$ cat src/rtl/serial_loader.sv
// Serial boot loader: receives a framed image over 8N1 UART, writes it to memory
// and holds the CPU in reset until a frame with a good checksum arrives.
module serial_loader #(
    parameter int BAUD_DIV = 217,
    parameter int TIMEOUT  = 1048576
) (
    input  logic        clk,
    input  logic        reset,
    input  logic        rx,
    output logic        cpu_reset,
    output logic        mem_we,
    output logic [15:0] mem_addr,
    output logic [7:0]  mem_data,
    output logic        loading,
    output logic        error
);

    localparam int HALF = BAUD_DIV / 2;
    localparam int BW   = $clog2(BAUD_DIV);
    localparam int TW   = $clog2(TIMEOUT + 1);

    localparam logic [2:0] S_IDLE   = 3'd0;
    localparam logic [2:0] S_ADDR_H = 3'd1;
    localparam logic [2:0] S_ADDR_L = 3'd2;
    localparam logic [2:0] S_LEN_H  = 3'd3;
    localparam logic [2:0] S_LEN_L  = 3'd4;
    localparam logic [2:0] S_DATA   = 3'd5;
    localparam logic [2:0] S_CSUM   = 3'd6;

    logic          rx_meta, rxs, rxs_q;
    logic          busy;
    logic [BW-1:0] timer;
    logic [3:0]    bitn;
    logic [7:0]    rx_byte;
    logic          sample, byte_valid, frame_err;

    logic [2:0]    state;
    logic [15:0]   addr, count;
    logic [7:0]    sum, csum_total;
    logic [TW-1:0] tcnt;

    always_ff @(posedge clk) begin
        if (reset) begin
            rx_meta <= 1'b1;
            rxs     <= 1'b1;
            rxs_q   <= 1'b1;
        end else begin
            rx_meta <= rx;
            rxs     <= rx_meta;
            rxs_q   <= rxs;
        end
    end

    // bitn: 0 = start check, 1..8 = data bits, 9 = stop bit
    assign sample     = busy && (timer == '0);
    assign byte_valid = sample && (bitn == 4'd9) && rxs;
    assign frame_err  = sample && (bitn == 4'd9) && !rxs;

    always_ff @(posedge clk) begin
        if (reset) begin
            busy    <= 1'b0;
            timer   <= '0;
            bitn    <= '0;
            rx_byte <= '0;
        end else if (!busy) begin
            if (rxs_q && !rxs) begin
                busy  <= 1'b1;
                timer <= BW'(HALF - 1);
                bitn  <= '0;
            end
        end else if (timer != '0) begin
            timer <= timer - 1'b1;
        end else begin
            timer <= BW'(BAUD_DIV - 1);
            bitn  <= bitn + 4'd1;
            if (bitn == 4'd0 && rxs)
                busy <= 1'b0;
            else if (bitn == 4'd9)
                busy <= 1'b0;
            else if (bitn != 4'd0)
                rx_byte <= {rxs, rx_byte[7:1]};
        end
    end

    assign csum_total = sum + rx_byte;
    assign loading    = (state != S_IDLE);

    always_ff @(posedge clk) begin
        if (reset) begin
            state     <= S_IDLE;
            addr      <= '0;
            count     <= '0;
            sum       <= '0;
            tcnt      <= '0;
            mem_we    <= 1'b0;
            mem_addr  <= '0;
            mem_data  <= '0;
            error     <= 1'b0;
            cpu_reset <= 1'b1;
        end else begin
            mem_we <= 1'b0;
            if (state == S_IDLE) begin
                tcnt <= '0;
                // Idle without error and cpu_reset still high only happens right after reset.
                if (byte_valid && rx_byte == 8'h55) begin
                    state     <= S_ADDR_H;
                    cpu_reset <= 1'b1;
                    sum       <= '0;
                end else if (!error) begin
                    cpu_reset <= 1'b0;
                end
            end else if (frame_err || (!byte_valid && tcnt == TW'(TIMEOUT - 1))) begin
                state     <= S_IDLE;
                error     <= 1'b1;
                cpu_reset <= 1'b1;
                tcnt      <= '0;
            end else if (!byte_valid) begin
                tcnt <= tcnt + 1'b1;
            end else begin
                tcnt <= '0;
                sum  <= csum_total;
                case (state)
                    S_ADDR_H: begin
                        addr[15:8] <= rx_byte;
                        state      <= S_ADDR_L;
                    end
                    S_ADDR_L: begin
                        addr[7:0] <= rx_byte;
                        state     <= S_LEN_H;
                    end
                    S_LEN_H: begin
                        count[15:8] <= rx_byte;
                        state       <= S_LEN_L;
                    end
                    S_LEN_L: begin
                        count[7:0] <= rx_byte;
                        state      <= ({count[15:8], rx_byte} == 16'd0) ? S_CSUM : S_DATA;
                    end
                    S_DATA: begin
                        mem_we   <= 1'b1;
                        mem_addr <= addr;
                        mem_data <= rx_byte;
                        addr     <= addr + 16'd1;
                        count    <= count - 16'd1;
                        if (count == 16'd1)
                            state <= S_CSUM;
                    end
                    S_CSUM: begin
                        state     <= S_IDLE;
                        error     <= (csum_total != 8'h00);
                        cpu_reset <= (csum_total != 8'h00);
                    end
                    default: state <= S_IDLE;
                endcase
            end
        end
    end

endmodule

$ cat config.mk
export PLATFORM = sky130hd
export DESIGN_NAME = serial_loader
export DESIGN_NICKNAME = d
export VERILOG_FILES = /design/src/rtl/serial_loader.sv
export SDC_FILE = /design/constraint.sdc
export NUM_CORES = 1
export LEC_CHECK = 0
export CAP_MARGIN = 20
export CORE_ASPECT_RATIO = 0.5
export CORE_MARGIN = 5
export CORE_UTILIZATION = 34
export DETAILED_ROUTE_END_ITERATION = 12
export GPL_ROUTABILITY_DRIVEN = 0
export PLACE_DENSITY = 0.58
export SLEW_MARGIN = 40
export SYNTH_ARGS = -nofsm -noshare
export SYNTH_HDL_FRONTEND = slang
export SYNTH_SLANG_ARGS = --single-unit
$ cat constraint.sdc
create_clock -name clk -period 4.1 [get_ports clk]
set_clock_uncertainty 0.05 [all_clocks]
set_input_delay 0.41 -clock clk [delete_from_list [all_inputs] [get_ports clk]]
set_output_delay 0.41 -clock clk [all_outputs]
set_load 0.02 [all_outputs]
Word-level counts from Yosys, hierarchy flattened. Cells that the tools add are included.

Flip-flop bits (word level): 115. Bits of input ports: 3. Output and inout port bits: 28. Word-level logic and storage cells: 121.

Add/subtract/negate cells: 6. Equality and inequality tests: 15. Mux-type cells: 33. Bitwise gates (word level): 6. Reductions and logical operators: 42.

Operators with widths (count): 8-bit one-hot mux with 2 select lines (4); 8-bit two-way mux (7); 21-bit by 1-bit adder with 21-bit output (second input constant) (1); 21-bit by 20-bit equality test with 1-bit output (second input constant) (1); 4-bit AND reduction (5); 16-bit by 1-bit adder with 16-bit output (second input constant) (1); 16-bit by 1-bit equality test with 1-bit output (second input constant) (1); 16-bit zero test (1); 2-bit nonzero test (8); 8-bit nonzero test (2); 16-bit by 1-bit subtractor with 16-bit output (second input constant) (1); 3-bit two-way mux (5); 3-bit one-hot mux with 5 select lines (1); 1-bit two-way mux (12); 4-bit two-way mux (3); 3-bit AND reduction (4); 3-bit equality test (second input constant) (3); 3-bit nonzero test (3); 8-bit adder (1); 8-bit by 7-bit equality test with 1-bit output (second input constant) (1); 1-bit logical AND (8); 8-bit zero test (1); 4-bit OR reduction (2); 8-bit by 1-bit subtractor with 8-bit output (second input constant) (1); other kinds (17) (25).

Logic depth before layout (Yosys ltp).
Depth in word-level cells: 9. Depth in mapped cells: 10. Mapped depth without buffers: 8.

Worst setup path before layout. OpenSTA, ideal clock, no wires.

Path type: reg2reg. From: register timer[2]. To: register cpu_reset. Setup time: 115 ps. Arrival time: 2268 ps. Required time: 3935 ps. Slack: 1667 ps. Cell stages (with the launch flop): 9. Path buffers: 2. Period minus slack after synthesis: 2433 ps. Cell sequence: dfxtp_1 > or4_1 > buf_2 > or2_1 > buf_2 > or3_1 > nor4_1 > nand4_1 > o21a_1.

Longest elaborated chain between the ends: 9. Elaborated cells on any way between the ends: 16. Those cells by class: eq/ne: 1; mux: 3; reduce/logical: 12.

Ends and longest elaborated chain: start, declared (RTL line 32) `logic [BW-1:0] timer;`; start signal, assigned (RTL line 68) `timer <= BW'(HALF - 1);`; start signal, assigned (RTL line 72) `timer <= timer - 1'b1;`; start signal, assigned (RTL line 74) `timer <= BW'(BAUD_DIV - 1);`; 8-bit zero test * (RTL line 55) `assign sample = busy && (timer == '0);`; 1-bit logical AND * (RTL line 55); 1-bit logical AND * (RTL line 56, 57); 1-bit logical AND (RTL line 56) `assign byte_valid = sample && (bitn == 4'd9) && rxs;`; 1-bit zero test; 1-bit logical AND (RTL line 112) `end else if (frame_err || (!byte_valid && tcnt == TW'(TIMEOUT - 1))) begin`; 1-bit logical OR (RTL line 112); 3-bit nonzero test (no line) or 1-bit two-way mux (tied branches); 3-bit AND reduction (no line) or 1-bit two-way mux (tied branches); end signal, assigned (RTL line 151) `cpu_reset <= (csum_total != 8'h00);`; end, declared (RTL line 10) `output logic cpu_reset,`.

Every way passes the cells marked *; elsewhere a longest branch is shown, timed or not. A chain may end at the register's enable or synchronous reset.

Worst setup path in the final report.
From: register timer[2]. To: register addr[8].

Longest elaborated chain between the ends: 9. Elaborated cells on any way between the ends: 10. Those cells by class: bitwise: 1; reduce/logical: 9.

Ends and longest elaborated chain: 8-bit zero test * (RTL line 55); 1-bit logical AND * (RTL line 55); 1-bit logical AND * (RTL line 56, 57); 1-bit logical AND (RTL line 56); 1-bit zero test; 1-bit logical AND (RTL line 112); 1-bit logical OR (RTL line 112); 1-bit inverter (no line); 4-bit AND reduction (no line) *; end signal, assigned (RTL line 124) `addr[15:8] <= rx_byte;`; end signal, assigned (RTL line 143) `addr <= addr + 16'd1;`; end, declared (RTL line 38) `logic [15:0] addr, count;`.

Marked as above.

==> impl_metrics.json <==
{
  "final-max-slew-violation-count": 0,
  "cp-start-kind": "flop",
  "routed_wirelength_um": 15000,
  "achievable-frequency_mhz": 332,
  "finish.net_count": 773,
  "internal_power_mw": 2.13,
  "flow.area_growth_from_synthesis_pct": 18.8,
  "outcome": "complete, no violations",
  "clk_transition_reported_paths_ns": 0.06,
  "final_core_util_pct": 41.5,
  "grt_first_pass_wirelength_um": 25000,
  "endpoint": "addr[8]",
  "power_frac_comb_pct": 3.0,
  "synth.cell_area_mm2": 0.00575,
  "clk_pwr_share_pct": 56.2,
  "reg2reg_to": "addr[8]",
  "place.port_buffers": 30,
  "crit_arrival_ns": 3.28,
  "top_level_ports": 31,
  "antenna_cells": 0,
  "clkLatencyLatePin_ns": 0.42,
  "cts_inserted_buffers": 17,
  "dr.pass1.iters": 5,
  "clk_path_buf_depth": 2,
  "hp-class": "reg2reg",
  "synth_fp_nets": 759,
  "grt_setup_unrepaired": "no",
  "synth.ff_latch_count": 115,
  "p_leak_nw": 2.33,
  "post_synth_num_cell_types": 60,
  "postCtsSetupRepairBufs": 0,
  "critical_path.startpoint": "timer[2]",
  "crit_end_category": "flop",
  "r2r_cells": 5,
  "timing.final.setup_violations": 0,
  "slew_at_the_pin_with_the_worst_max_slew_slack_ns": 0.792,
  "netlist_instances": 739,
  "timing.final.crit_share_pct": 73.4,
  "drtIter0Drc": 400,
  "cellPowerDensity_mw_per_mm2": 409,
  "setup.worst_path.class": "reg2reg",
  "worstPathMaxFanout": 11,
  "cts.sinks": 115,
  "report.final.hold_viol_count": 0,
  "overflow": 0,
  "power_switching_share_pct": 23.8,
  "htreeDepth": 4,
  "clock_tree_root_driver_cell": "sky130_fd_sc_hd__clkbuf_16",
  "synthesis.yosys.warnings": 0,
  "drt-vias-per-instance": 5.32,
  "ff2ff_setup_slack_ns": 1.09,
  "layout-drive-gt1-share_pct": 6.92,
  "post-place-ws_ns": 1.10,
  "min_period_ns": 3.01,
  "first_global_vias": 5060,
  "dieWidth_um": 194,
  "cts_tree": "yes",
  "fp.dieArea_mm2": 0.0198,
  "groute.usage.overall_pct": 15.4,
  "post_dp_cell_area_mm2": 0.00621,
  "antenna_found_initial": 0,
  "place_hpwl_um": 10000,
  "synth.yosys.seq_area_share_pct": 40.1,
  "switching_power_mw": 0.664,
  "setup_ws_ns": 1.09,
  "power.sequential.fraction_pct": 40.8,
  "max_cap_viol_count": 0,
  "post_cts_resized": 0,
  "detail-route-antenna-nets": 0,
  "floorplan.core_area_mm2": 0.0165,
  "timing.max_slew.rel_slack_pct": 46.7,
  "initial_cell_density_of_the_core_pct": 34.9,
  "route.detailed.drc": 0,
  "r2r-start": "timer[2]",
  "grt_max_degree": 55,
  "die_height_um": 102,
  "syn-mean-instance-area_um2": 7.78,
  "floorplan.rows": 33,
  "routed_len_inst_um": 15.1,
  "async_sr_flop_fraction_pct": 0,
  "final_design_area_no_fill_mm2": 0.00683,
  "peakVddDrop_v": 0.000326,
  "fin_tns_setup_ns": 0,
  "cts_hold_repair.buffers": 0,
  "edff_count_synth": 0,
  "vias": 5280,
  "postSynth.topFlopCell": "sky130_fd_sc_hd__dfxtp_1",
  "cp_data_required_time_ns": 4.37
}
[placed cells by master, fill, tap and decap left out, types with 20 or more instances in the layout]
master                            instances
sky130_fd_sc_hd__nor2_1                  90
sky130_fd_sc_hd__o21ai_0                 28
sky130_fd_sc_hd__dfxtp_1                115
sky130_fd_sc_hd__nand3_1                 22
sky130_fd_sc_hd__nor3_1                  22
sky130_fd_sc_hd__nand2_1                107
sky130_fd_sc_hd__a21oi_1                 77
sky130_fd_sc_hd__o21ai_1                 20
sky130_fd_sc_hd__clkdlybuf4s50_1         29
[flip-flops by register name (all words and copies together) (netlist names)]
signal     flops
state          3
error          1
cpu_reset      1
mem_data       8
mem_we         1
rxs            1
count         16
rx_meta        1
sum            8
bitn           4
rxs_q          1
tcnt          21
addr          16
mem_addr      16
busy           1
rx_byte        8
timer          8
[cells in the mapped netlist, types with 3 or more instances]
master	instances	area (um^2)
sky130_fd_sc_hd__dfxtp_1	115	2300
sky130_fd_sc_hd__nand2_1	108	405
sky130_fd_sc_hd__nor2_1	90	338
sky130_fd_sc_hd__a21oi_1	78	390
sky130_fd_sc_hd__clkbuf_1	29	109
sky130_fd_sc_hd__o21ai_0	28	140
sky130_fd_sc_hd__nand3_1	22	110
sky130_fd_sc_hd__nor3_1	22	110
sky130_fd_sc_hd__o21ai_1	21	105
sky130_fd_sc_hd__inv_1	17	63.8
sky130_fd_sc_hd__ha_1	16	200
sky130_fd_sc_hd__xnor2_1	14	123
sky130_fd_sc_hd__a22oi_1	13	97.6
sky130_fd_sc_hd__xor2_1	13	114
sky130_fd_sc_hd__nand4_1	11	68.8
sky130_fd_sc_hd__nor4_1	10	62.6
sky130_fd_sc_hd__buf_2	9	45.0
sky130_fd_sc_hd__a211oi_1	8	60.1
sky130_fd_sc_hd__and3_1	8	50.1
sky130_fd_sc_hd__or4_1	8	60.1
sky130_fd_sc_hd__a31oi_1	7	43.8
sky130_fd_sc_hd__mux2i_1	7	70.1
sky130_fd_sc_hd__nand2b_1	7	43.8
sky130_fd_sc_hd__o31ai_1	7	52.6
sky130_fd_sc_hd__or3_1	7	43.8
sky130_fd_sc_hd__nand3b_1	5	37.5
sky130_fd_sc_hd__o41ai_1	5	43.8
sky130_fd_sc_hd__a21o_1	4	30.0
sky130_fd_sc_hd__o211ai_1	4	30.0
sky130_fd_sc_hd__or2_2	4	25.0
sky130_fd_sc_hd__a311oi_1	3	26.3
sky130_fd_sc_hd__nor2b_1	3	18.8
sky130_fd_sc_hd__nor3b_1	3	22.5
[how the worst min path moves through the flow]
stage	cells after the start	from	to	slack (ns)
detailed placement	1	rx_meta	rxs	0.35
finish	1	rx_meta	rxs	0.36
floorplan	1	rx_meta	rxs	0.34
CTS	1	rx_meta	rxs	0.37
global route	1	rx_meta	rxs	0.38
global placement	1	rx_meta	rxs	0.35
[power by group through the flow]
stage          clock [mW]  sequential [mW]  combinational (mW)
4_1_cts              1.60             1.14              0.0829
2_1_floorplan           0             1.16              0.0673
5_1_grt              1.65             1.14              0.0937
3_5_place_dp            0             1.16              0.0824
6_report             1.57             1.14              0.0828
3_3_place_gp            0             1.16              0.0811
[critical path, stage by stage, from the launching register on]
cell and delay, ns:
sky130_fd_sc_hd__dfxtp_1 0.36, sky130_fd_sc_hd__or4_1 0.67, sky130_fd_sc_hd__or4_1 0.75, sky130_fd_sc_hd__nor3_2 0.60
sky130_fd_sc_hd__nor2_1 0.13, sky130_fd_sc_hd__a2111oi_2 0.35
[area by class of cell]
class                      instances  area (um^2)
clock buffer                      17          425
multi-input combinational        566         3220
fill                            1642         9640
clock inverter                    15          193
sequential                       115         2300
inverter                          17         63.8
timing repair buffer              36          343
tap                              227          284
[layer usage]
layer  GRT usage [%]  wire length [um]  vias to the layer above
met5               0                 0                        -
met4            6.43               351                        0
met3            4.05               891                       32
met2            24.7              6740                      128
met1            19.9              6980                     2458
li1                -                 -                     2662
[metrics by stage]
step	power, mW	hold slack [ns]	std cells
after CTS	2.83	0.368	993
after floorplan	1.23	0.339	739
after global routing	2.89	0.379	993
final	2.79	0.364	993
after detailed placement	1.25	0.350	961
after global placement	1.24	0.351	961
[logic make-up after synthesis]
group / after synthesis / share of synthesized area, %
AO/OA/AOI/OAI: 195 / 20.5
XOR/XNOR: 27 / 4.11
adder cells (fa/ha/maj): 17 / 3.83
buffers and inverters: 58 / 4.11
flip-flops: 115 / 40.1
multiplexers: 7 / 1.22
AND/OR/NAND/NOR: 320 / 26.2
(Power assumes the default switching activity.)
